`config.mk`:
```
export PLATFORM = sky130hd
export DESIGN_NAME = cla_15bit_top
export DESIGN_NICKNAME = d
export VERILOG_FILES = /design/src/rtl/cla_15bit_top.sv
export SDC_FILE = /design/constraint.sdc
export NUM_CORES = 1
export LEC_CHECK = 0
export ABC_CLOCK_PERIOD_IN_PS = 3500
export BUFFER_PORTS_ARGS = -buffer_cell sky130_fd_sc_hd__buf_4
export CORE_MARGIN = 2
export CORE_UTILIZATION = 50
export DETAILED_ROUTE_END_ITERATION = 6
export PLACE_DENSITY_LB_ADDON = 0.05
export SYNTH_ARGS = -nofsm -noshare
export SYNTH_HDL_FRONTEND = slang
export SYNTH_HIERARCHICAL = 1
export SYNTH_SLANG_ARGS = --single-unit
export TNS_END_PERCENT = 10
```
`constraint.sdc`:
```
create_clock -name clk -period 3.5 [get_ports clk]
set_clock_uncertainty 0.15 [all_clocks]
set_input_delay 0.175 -clock clk [delete_from_list [all_inputs] [get_ports clk]]
set_output_delay 0.175 -clock clk [all_outputs]
set_load 0.02 [all_outputs]
```
`src/rtl/cla_15bit_top.sv`:
```
// 15-bit registered adder/subtractor built from five 3-bit carry-lookahead slices
// and a second-level lookahead unit; one output register stage, latency 1.

module cla3_slice (
   input  logic       cin,
   input  logic [2:0] a,
   input  logic [2:0] bx,
   output logic [2:0] p,
   output logic [2:0] c,
   output logic       grp_g,
   output logic       grp_p
);

   logic [2:0] g;

   // All in-slice carries are expanded lookahead terms, not chained.
   always_comb begin
      g     = a & bx;
      p     = a ^ bx;
      c[0]  = cin;
      c[1]  = g[0] | (p[0] & cin);
      c[2]  = g[1] | (p[1] & g[0]) | (p[1] & p[0] & cin);
      grp_g = g[2] | (p[2] & g[1]) | (p[2] & p[1] & g[0]);
      grp_p = p[2] & p[1] & p[0];
   end

endmodule

module cla_lookahead5 (
   input  logic       c0,
   input  logic [4:0] grp_g,
   input  logic [4:0] grp_p,
   output logic [5:1] c_slice
);

   // c_slice[k] is the carry into bit 3*k; every term depends only on c0 and G/P.
   always_comb begin
      c_slice[1] = grp_g[0]
                 | (grp_p[0] & c0);
      c_slice[2] = grp_g[1]
                 | (grp_p[1] & grp_g[0])
                 | (grp_p[1] & grp_p[0] & c0);
      c_slice[3] = grp_g[2]
                 | (grp_p[2] & grp_g[1])
                 | (grp_p[2] & grp_p[1] & grp_g[0])
                 | (grp_p[2] & grp_p[1] & grp_p[0] & c0);
      c_slice[4] = grp_g[3]
                 | (grp_p[3] & grp_g[2])
                 | (grp_p[3] & grp_p[2] & grp_g[1])
                 | (grp_p[3] & grp_p[2] & grp_p[1] & grp_g[0])
                 | (grp_p[3] & grp_p[2] & grp_p[1] & grp_p[0] & c0);
      c_slice[5] = grp_g[4]
                 | (grp_p[4] & grp_g[3])
                 | (grp_p[4] & grp_p[3] & grp_g[2])
                 | (grp_p[4] & grp_p[3] & grp_p[2] & grp_g[1])
                 | (grp_p[4] & grp_p[3] & grp_p[2] & grp_p[1] & grp_g[0])
                 | (grp_p[4] & grp_p[3] & grp_p[2] & grp_p[1] & grp_p[0] & c0);
   end

endmodule

module cla_15bit_top (
   input  logic        clk,
   input  logic        rst,
   input  logic [14:0] A,
   input  logic [14:0] B,
   input  logic        mode,
   output logic [14:0] S,
   output logic        Cout,
   output logic        Ovf
);

   logic [14:0] bx;
   logic        c0;
   logic [14:0] p_bus;
   logic [14:0] c_bus;
   logic [4:0]  grp_g;
   logic [4:0]  grp_p;
   logic [5:1]  c_slice;
   logic [4:0]  slice_cin;

   logic [14:0] s_d, s_q;
   logic        cout_d, cout_q;
   logic        ovf_d, ovf_q;

   // Subtraction is A + ~B + 1: invert B and inject mode as the carry-in.
   assign bx        = B ^ {15{mode}};
   assign c0        = mode;
   assign slice_cin = {c_slice[4:1], c0};

   for (genvar k = 0; k < 5; k++) begin : g_slice
      cla3_slice u_slice (
         .cin   (slice_cin[k]),
         .a     (A[3*k +: 3]),
         .bx    (bx[3*k +: 3]),
         .p     (p_bus[3*k +: 3]),
         .c     (c_bus[3*k +: 3]),
         .grp_g (grp_g[k]),
         .grp_p (grp_p[k])
      );
   end

   cla_lookahead5 u_lookahead (
      .c0      (c0),
      .grp_g   (grp_g),
      .grp_p   (grp_p),
      .c_slice (c_slice)
   );

   always_comb begin
      s_d    = p_bus ^ c_bus;
      cout_d = c_slice[5];
      ovf_d  = c_slice[5] ^ c_bus[14];
   end

   always_ff @(posedge clk) begin
      if (rst) begin
         s_q    <= 15'd0;
         cout_q <= 1'b0;
         ovf_q  <= 1'b0;
      end else begin
         s_q    <= s_d;
         cout_q <= cout_d;
         ovf_q  <= ovf_d;
      end
   end

   assign S    = s_q;
   assign Cout = cout_q;
   assign Ovf  = ovf_q;

endmodule

```
==> flow_summary.json, run 1 <==
{
  "cts_root_buf": "clkbuf_4",
  "place_congestion": 0.772,
  "rows": 17,
  "synth_top_cell_area_share_pct": 28.2,
  "crit_type": "primary input to flip-flop",
  "core_area_um2": 2250,
  "synth_xor_area_share_pct": 22.5,
  "grt_pass1_vias": 874,
  "syn_area_um2": 1210,
  "grt_antenna_before_repair": 0,
  "final_cell_count_no_fill": 202,
  "setup-violations-final": 0,
  "vias_per_cell": 4.97,
  "cts_made_buffers": 3,
  "drc": 0,
  "grt_pass1_wl_um": 3570,
  "clock.fmax_mhz": 434,
  "crit_arrival_ns": 2.33,
  "path_max_fanout": 19,
  "cts_hold_buf": 0,
  "hold_ws_ns": 0.0327,
  "drtIter0Drc": 5,
  "setup_tns_ns": 0,
  "vias": 1003,
  "hpwl_um": 1890,
  "die_y_um": 53.1,
  "nets": 223,
  "nFillCells": 202,
  "drt-pass1-iter-count": 4,
  "synth_compound_area_share_pct": 13.5,
  "crit_path_start_kind": "primary input",
  "hold_path_startpoint": "rst",
  "rsz0062_at_grt": "no",
  "diodes": 0,
  "hold_path_class": "primary input to flip-flop",
  "io_buffers": 49,
  "synth-seq-cells": 17,
  "synthAdderAreaFrac_pct": 15.6,
  "post_cts_resized": 0,
  "synthCells": 130,
  "routed_wl_um": 2240,
  "synth.distinct_cells": 23,
  "fin_ws_ns": 1.20,
  "grt_remaining_overflow": 0,
  "dieArea_um2": 2820,
  "drive_gt1_share_pct": 32.8,
  "track_usage_pct": 16.8,
  "path_clk_slew_ns": 0.10,
  "die_x_um": 53.1,
  "tightestPinTransition_ns": 0.279,
  "utilization_pct": 69.0,
  "required_ns": 3.53,
  "htree_levels": 1,
  "postCtsSetupBuffers": 0,
  "grt_max_degree": 20,
  "pre_cts_ws_ns": 0.897,
  "postRouteAntennaNets": 0,
  "cp-startpoint": "mode",
  "clock-sinks": 17,
  "hold_viol_final": 0,
  "cts_tree": "yes",
  "io_pins": 50,
  "wl_per_cell_um": 11.1,
  "leakagePower_uw": 0.000823,
  "synth_top_family_by_area": "XOR/XNOR gates",
  "syn_to_final_growth_pct": 29.0,
  "ys_warn_count": 6,
  "post-route-min-period_ns": 2.30,
  "yosysSeqAreaShare_pct": 28.2,
  "synthSimpleGateAreaFrac_pct": 13.7,
  "maxCapViolations": 0,
  "vdd_drop_max_mv": 0.294,
  "final_max_slew_viol_count": 0,
  "critPathCaptureType": "flip-flop",
  "fin_crit_sh_pct": 65.8,
  "initial_utilization_pct": 53.5,
  "yosys-mux-area-fraction_pct": 0,
  "dp.cells": 198,
  "synth_nets": 178,
  "synth.avg_cell_area_um2": 9.28,
  "synthTopCellsByArea": "dfxtp_1, ha_1, xnor2_1, xor2_1, a21o_1",
  "synth.largest_area_cell": "dfxtp_1",
  "relSlewSlack_pct": 81.4,
  "cts_buffer_depth": 2,
  "power_density_nw_per_um2": 446,
  "status": "finished clean"
}
[cell usage after synthesis, drive strengths merged]
cell,number
a211o,1
o211ai,1
nor2b,1
dfxtp,17
buf,9
nand2b,1
ha,15
and3,5
nand2,5
xor2,15
nand3,5
nor3,1
or2,1
a21boi,1
xnor2,16
nor2,17
a21o,12
a21oi,7
[routing by layer]
| metal | share of wire [%] | GRT usage, % | wire length, µm | up-vias |
|---|---|---|---|---|
| met5 | 0 | 0 | 0 | - |
| met4 | 0.85 | 3.85 | 19 | 0 |
| met3 | 6.6 | 1.69 | 149 | 2 |
| met2 | 50 | 30.4 | 1110 | 36 |
| met1 | 43 | 21.1 | 961 | 443 |
| li1 | - | - | - | 522 |
[metrics by stage]
step           instance area, µm²  power [µW]
2_1_floorplan                1210         498
3_3_place_gp                 1530         590
6_report                     1560         694
5_1_grt                      1560         745
3_5_place_dp                 1530         598
4_1_cts                      1560         701
[cell usage in the layout, fill, tap and decap left out, drive strengths merged]
cell type  Yosys  layout
nand3          5       5
buf            9      49
a21oi          7       7
nand2b         1       1
ha            15      15
xor2          15      15
a21boi         1       1
dfxtp         17      17
clkbuf         0       4
o211ai         1       1
or2            1       1
a211o          1       1
nor3           1       1
nor2          17      17
nand2          5       5
nor2b          1       1
a21o          12      12
xnor2         16      16
and3           5       5
[critical path: stages]
cell      delay, ns
buf_4          0.20
xor2_1         0.19
ha_1           0.34
a21oi_1        0.16
nand2_1        0.10
a211o_1        0.29
o211ai_2       0.12
a21boi_2       0.11
a21o_1         0.21
a21o_1         0.21
xnor2_1        0.16
nor2_1         0.05
[layout make-up]
cell class	count	area, µm²	share of cell area, %
tap	28	35.0	2.25
multi-input combinational	104	787	50.6
sequential	17	340	21.9
clock buffer	4	26.3	1.69
timing repair buffer	49	368	23.6
[flip-flops by register name (all words and copies together), names as in the netlist]
signal and cells:
Cout 1, Ovf 1, S 15
[worst paths after layout]
path | end | slack (ns) | depth (start not counted)
setup / recovery | Ovf | 1.20 | 12
hold / removal | S[2] | 0.03 | 2
[cell families after synthesis]
group | Yosys count
AO/OA/AOI/OAI | 22
XOR/XNOR | 31
adder cells (fa/ha/maj) | 15
buffers and inverters | 9
flip-flops | 17
AND/OR/NAND/NOR | 36
[power breakdown]
group	internal, µW	switching, µW
registers	231	9.97
logic	174	176
clock network	44.1	58.5
total	450	244
Note: power is estimated with default switching activity, not from simulation.
==> inputs of run 2 (changes only) <==
- ABC_AREA: not set -> 1
- ABC_CLOCK_PERIOD_IN_PS: 3500 -> 1960
- CORE_UTILIZATION: 50 -> 45
- clock period: 3.5 -> 1.96 ns (I/O delays scaled with it)
==> run 2 against run 1 <==
Combinational power rose by 65%. Flip-flop and latch count did not move. Sequential share of layout area fell by 4.8 points. Sequential power rose by 68%. Largest power group unchanged.
==> flow_summary.json, run 2 <==
{
  "status": "finished clean",
  "io_buffers": 49,
  "postRouteAntennaNets": 0,
  "vias_per_cell": 4.44,
  "synth-async-reset-ratio_pct": 0,
  "syn_area_um2": 1470,
  "grt_pass1_vias": 1308,
  "synth_edf_count": 0,
  "hpwl_um": 2550,
  "syn_to_final_growth_pct": 36.1,
  "initial_utilization_pct": 47.6,
  "critPathCaptureType": "flip-flop",
  "core_area_um2": 3080,
  "drtIter0Drc": 53,
  "final_max_slew_viol_count": 0,
  "synthTopCellsByCount": "nand2_1, nor2_1, inv_1",
  "rsz0062_at_grt": "no",
  "slowest_delay_ns": 0.31,
  "layout_commonest_cell": "nand2_1",
  "grt_max_degree": 17,
  "grt_pass1_wl_um": 5260,
  "crit_type": "primary input to flip-flop",
  "setup-violations-final": 0,
  "synthCells": 239,
  "clock-sinks": 17,
  "die_y_um": 61.1,
  "cts_made_buffers": 3,
  "routed_wl_um": 3090,
  "drive_gt1_share_pct": 28.2,
  "die_x_um": 61.1,
  "crit_path_start_kind": "primary input",
  "synth-seq-cells": 17,
  "setup_tns_ns": 0,
  "cts_tree": "yes",
  "path_cells": "buf_4 -> inv_8 -> nand2_1 -> nand2_1 -> ha_1 -> and3_1 -> nand3_1 -> nand3_2 -> nand2_1 -> nand2_1 -> nand3_1 -> nand3_1 -> nor2_1 -> nor2_1",
  "post-route-min-period_ns": 1.71,
  "hold_viol_final": 0,
  "relSlewSlack_pct": 80.2,
  "synth_top_cell_area_share_pct": 23.2,
  "synth_nets": 287,
  "place_congestion": 0.831,
  "wl_per_cell_um": 8.85,
  "drc": 0,
  "tightestPinTransition_ns": 0.296,
  "clock.fmax_mhz": 584,
  "synth_top_flop_cell": "dfxtp_1",
  "path_clk_slew_ns": 0.10,
  "htree_levels": 1,
  "vdd_drop_max_mv": 0.351,
  "path_max_fanout": 14,
  "synth.distinct_cells": 17,
  "yosysSeqAreaShare_pct": 23.2,
  "drt-pass1-iter-count": 4,
  "diodes": 0,
  "nFillCells": 318,
  "nets": 354,
  "critical_path.slowest_cell": "ha_1",
  "required_ns": 2.00,
  "synthTopCellsByArea": "dfxtp_1, nand2_1, ha_1, nor2_1, inv_1",
  "fin_crit_sh_pct": 87.4,
  "grt_antenna_before_repair": 0,
  "final_cell_mix": "nand2_1, buf_4, nor2_1",
  "largest_register_ffs": 15,
  "ys_warn_count": 6,
  "crit_top_cell": "nand2_1",
  "yosysMostFrequentCell": "nand2_1",
  "cts_root_buf": "clkbuf_4",
  "synth.avg_cell_area_um2": 6.13,
  "dpl_cell_area_um2": 1960,
  "design_area_um2": 1990,
  "power_density_nw_per_um2": 587,
  "utilization_pct": 64.8,
  "grt_remaining_overflow": 0,
  "maxCapViolations": 0,
  "regArea_um2": 340,
  "post_cts_resized": 0,
  "leakagePower_uw": 0.00122,
  "synth.largest_area_cell": "dfxtp_1",
  "track_usage_pct": 18.5,
  "cts_buffer_depth": 2,
  "multi_input_area_um2": 910,
  "io_pins": 50,
  "hold_path_class": "primary input to flip-flop",
  "vias": 1549,
  "crit_arrival_ns": 1.75,
  "dieArea_um2": 3730,
  "rows": 20
}
run 2: changes by cell type after synthesis, moves of 10 or more:
cell / before / now
inv_1: 0 / 30
nand3_1: 5 / 22
xor2_1: 15 / 0
nor2_1: 17 / 34
xnor2_1: 16 / 0
nand2_1: 5 / 85
nand2_2: 0 / 10
run 2: power breakdown:
part	internal [µW]	switching, µW
registers	392	11.1
clock network	79.0	113
logic	277	298
total	749	422
run 2: what timing repair did:
action / in CTS / in global routing
endpoints found under the hold margin: 1 / 0
hold buffers: 1 / 0
buffers inserted: 0 / 0
run 2: stage by stage:
stage / total power (µW) / hold slack (ns) / cells / worst slack, ns
CTS: 1190 / 0.103 / 349 / 0.246
finish: 1170 / 0.106 / 349 / 0.247
global placement: 983 / 0.120 / 344 / -0.0229
detailed placement: 988 / 0.125 / 344 / -0.0673
global route: 1290 / 0.134 / 349 / 0.00276
floorplan: 774 / 0.0194 / 239 / 0.0549
run 2: cells by family after synthesis:
kind of cell | count (synthesis) | synth area share [%]
buf+inv | 41 | 14.7
fa+ha+maj | 15 | 12.8
simple gates | 158 | 45.5
compound gates | 8 | 3.76
flops | 17 | 23.2
run 2: final cells by class:
| type | instances | area share [%] |
|---|---|---|
| clock buffer | 4 | 1.32 |
| inverter | 32 | 6.40 |
| sequential | 17 | 17.1 |
| multi-input combinational | 181 | 45.6 |
| timing repair buffer | 71 | 26.9 |
| tap | 44 | 2.76 |
run 2: per-layer routing:
metal,vias to the layer above,track usage (%),wire length [µm]
li1,867,-,-
met1,647,25.4,1550
met2,33,30.1,1360
met3,2,2.52,151
met4,0,5.59,19
met5,-,0,0
run 2: critical path, delay by kind of cell:
family	cells	cell delay, ns
buffers and inverters	2	0.27
AND/OR/NAND/NOR	11	1.05
adder cells (fa/ha/maj)	1	0.31
run 2: worst paths after layout:
path                  startpoint     to  slack (ns)  cells past startpoint
worst max-delay path        mode  S[14]        0.25                     14
worst min-delay path       A[14]  S[14]        0.11                      4
==> inputs of run 3 (changes only) <==
- ABC_CLOCK_PERIOD_IN_PS: 1960 -> 1800
- CORE_UTILIZATION: 45 -> 50
- PLACE_DENSITY: not set -> 0.87
- PLACE_DENSITY_LB_ADDON: 0.05 -> not set
- clock period: 1.96 -> 1.8 ns (I/O delays scaled with it)
==> run 3 against run 2 <==
Sequential power increased by 9.2%. Flip-flop and latch count is the same. Global-route usage rose by 2.7 points. Critical path depth stayed put. Via count increased by 5.8%. Clock power up 15%. Wire length up 8.4%. Highest routed layer unchanged. Largest power group unchanged. Clock-buffer cell count is 1 lower. Non-clock buffer count grew 6. Cell area is 4.2% higher.
==> flow_summary.json, run 3 (synthesized netlist as in run 2, its figures left out) <==
{
  "design_area_um2": 2080,
  "io_pins": 50,
  "hold_path_class": "primary input to flip-flop",
  "regArea_um2": 340,
  "pre_cts_ws_ns": -0.172,
  "grt_antenna_before_repair": 0,
  "tightestPinTransition_ns": 0.307,
  "fin_ws_ns": 0.167,
  "critPathCapture": "S[14]",
  "dpl_cell_area_um2": 2030,
  "drc": 0,
  "required_ns": 1.86,
  "rsz0062_at_grt": "no",
  "drive_gt1_share_pct": 32.2,
  "grt_max_degree": 17,
  "core_area_um2": 2780,
  "final_cell_count_no_fill": 342,
  "clock-sinks": 17,
  "cp-startpoint": "mode",
  "grt_pass1_wl_um": 5670,
  "crit_path_start_kind": "primary input",
  "cts_root_buf": "clkbuf_4",
  "hpwl_um": 2650,
  "layout_commonest_cell": "nand2_1",
  "status": "finished clean",
  "initial_utilization_pct": 52.7,
  "grt_remaining_overflow": 0,
  "htree_levels": 1,
  "hold_viol_final": 0,
  "leakagePower_uw": 0.00126,
  "dieArea_um2": 3380,
  "multi_input_area_um2": 963,
  "final_max_slew_viol_count": 0,
  "drtIter0Drc": 33,
  "post-route-min-period_ns": 1.63,
  "clock.fmax_mhz": 612,
  "die_y_um": 58.1,
  "io_buffers": 49,
  "path_clk_slew_ns": 0.12,
  "relSlewSlack_pct": 79.5,
  "cts_made_buffers": 3,
  "grt_pass1_vias": 1455,
  "setup-violations-final": 0,
  "power_density_nw_per_um2": 638,
  "cts_buffer_depth": 2,
  "final_cell_mix": "nand2_1, buf_4, nor2_1",
  "path_max_fanout": 8,
  "largest_register_ffs": 15,
  "diodes": 0,
  "drt-pass1-iter-count": 4,
  "crit_type": "primary input to flip-flop",
  "vias": 1639,
  "track_usage_pct": 21.1,
  "postRouteAntennaNets": 0,
  "routed_wl_um": 3350,
  "cts_tree": "yes",
  "wl_per_cell_um": 9.79,
  "rows": 19,
  "crit_arrival_ns": 1.70,
  "dp.cells": 337,
  "postCtsSetupBuffers": 0,
  "die_x_um": 58.1,
  "vdd_drop_max_mv": 0.637,
  "syn_to_final_growth_pct": 41.8,
  "nFillCells": 214,
  "fin_crit_sh_pct": 90.7,
  "utilization_pct": 74.7,
  "nets": 360,
  "p_total_uw": 1330,
  "maxCapViolations": 0,
  "place_congestion": 0.832,
  "critPathCaptureType": "flip-flop",
  "whs_path_depth": 5,
  "vias_per_cell": 4.79
}
[run 3: changes by cell type in the layout (fill, tap and decap cells not counted), sizes merged]
cell / change
buf: +6
clkbuf: -1
clkinv: +1
[run 3: worst min path at each step]
stage               from  endpoint  slack [ns]
CTS                 A[6]      S[6]        0.11
floorplan            rst      Cout        0.01
global placement     rst      Cout        0.11
global route        A[3]      S[4]        0.12
detailed placement   rst      Cout        0.12
finish              A[6]      S[6]        0.11
[run 3: worst max-delay path, stage by stage]
cell and delay, ns:
buf_4 0.15, buf_4 0.17, nand2_1 0.07, nand2_1 0.05
ha_1 0.31, and3_1 0.22, nand2_1 0.10, inv_1 0.04
nand2_1 0.07, nand2_2 0.07, nand3_1 0.10, nand3_2 0.09
nor2_1 0.12, nor2_1 0.05
[run 3: area by class of cell]
cell class,instances,area share (%)
inverter,32,6.14
timing repair buffer,77,27.9
clock inverter,1,0.241
clock buffer,3,1.08
multi-input combinational,181,46.4
sequential,17,16.4
tap,31,1.87
[run 3: repair_timing]
action,in CTS,in global routing
resized for setup,0,3
hold buffers,1,0
endpoints found under the hold margin,1,0
setup endpoints to repair,0,3
[run 3: power by group]
group	total [µW]	internal (µW)	switching [µW]	leakage, µW
combinational	666	326	340	0.00110
sequential	441	427	13.8	0.000142
clock	220	82.9	137	0.0000177
[run 3: stage by stage]
step                      hold slack [ns]  TNS (ns)
final                               0.111         0
after global routing                0.121         0
after detailed placement            0.120    -0.957
after floorplan                    0.0114   -0.0251
after global placement              0.114    -0.627
after CTS                           0.108         0
[run 3: per-layer routing]
layer,wire [µm],track usage (%),vias to the layer above
met5,0,0,-
met4,39,5.98,0
met3,155,3.13,5
met2,1730,39.4,32
met1,1420,24.8,726
li1,-,-,876
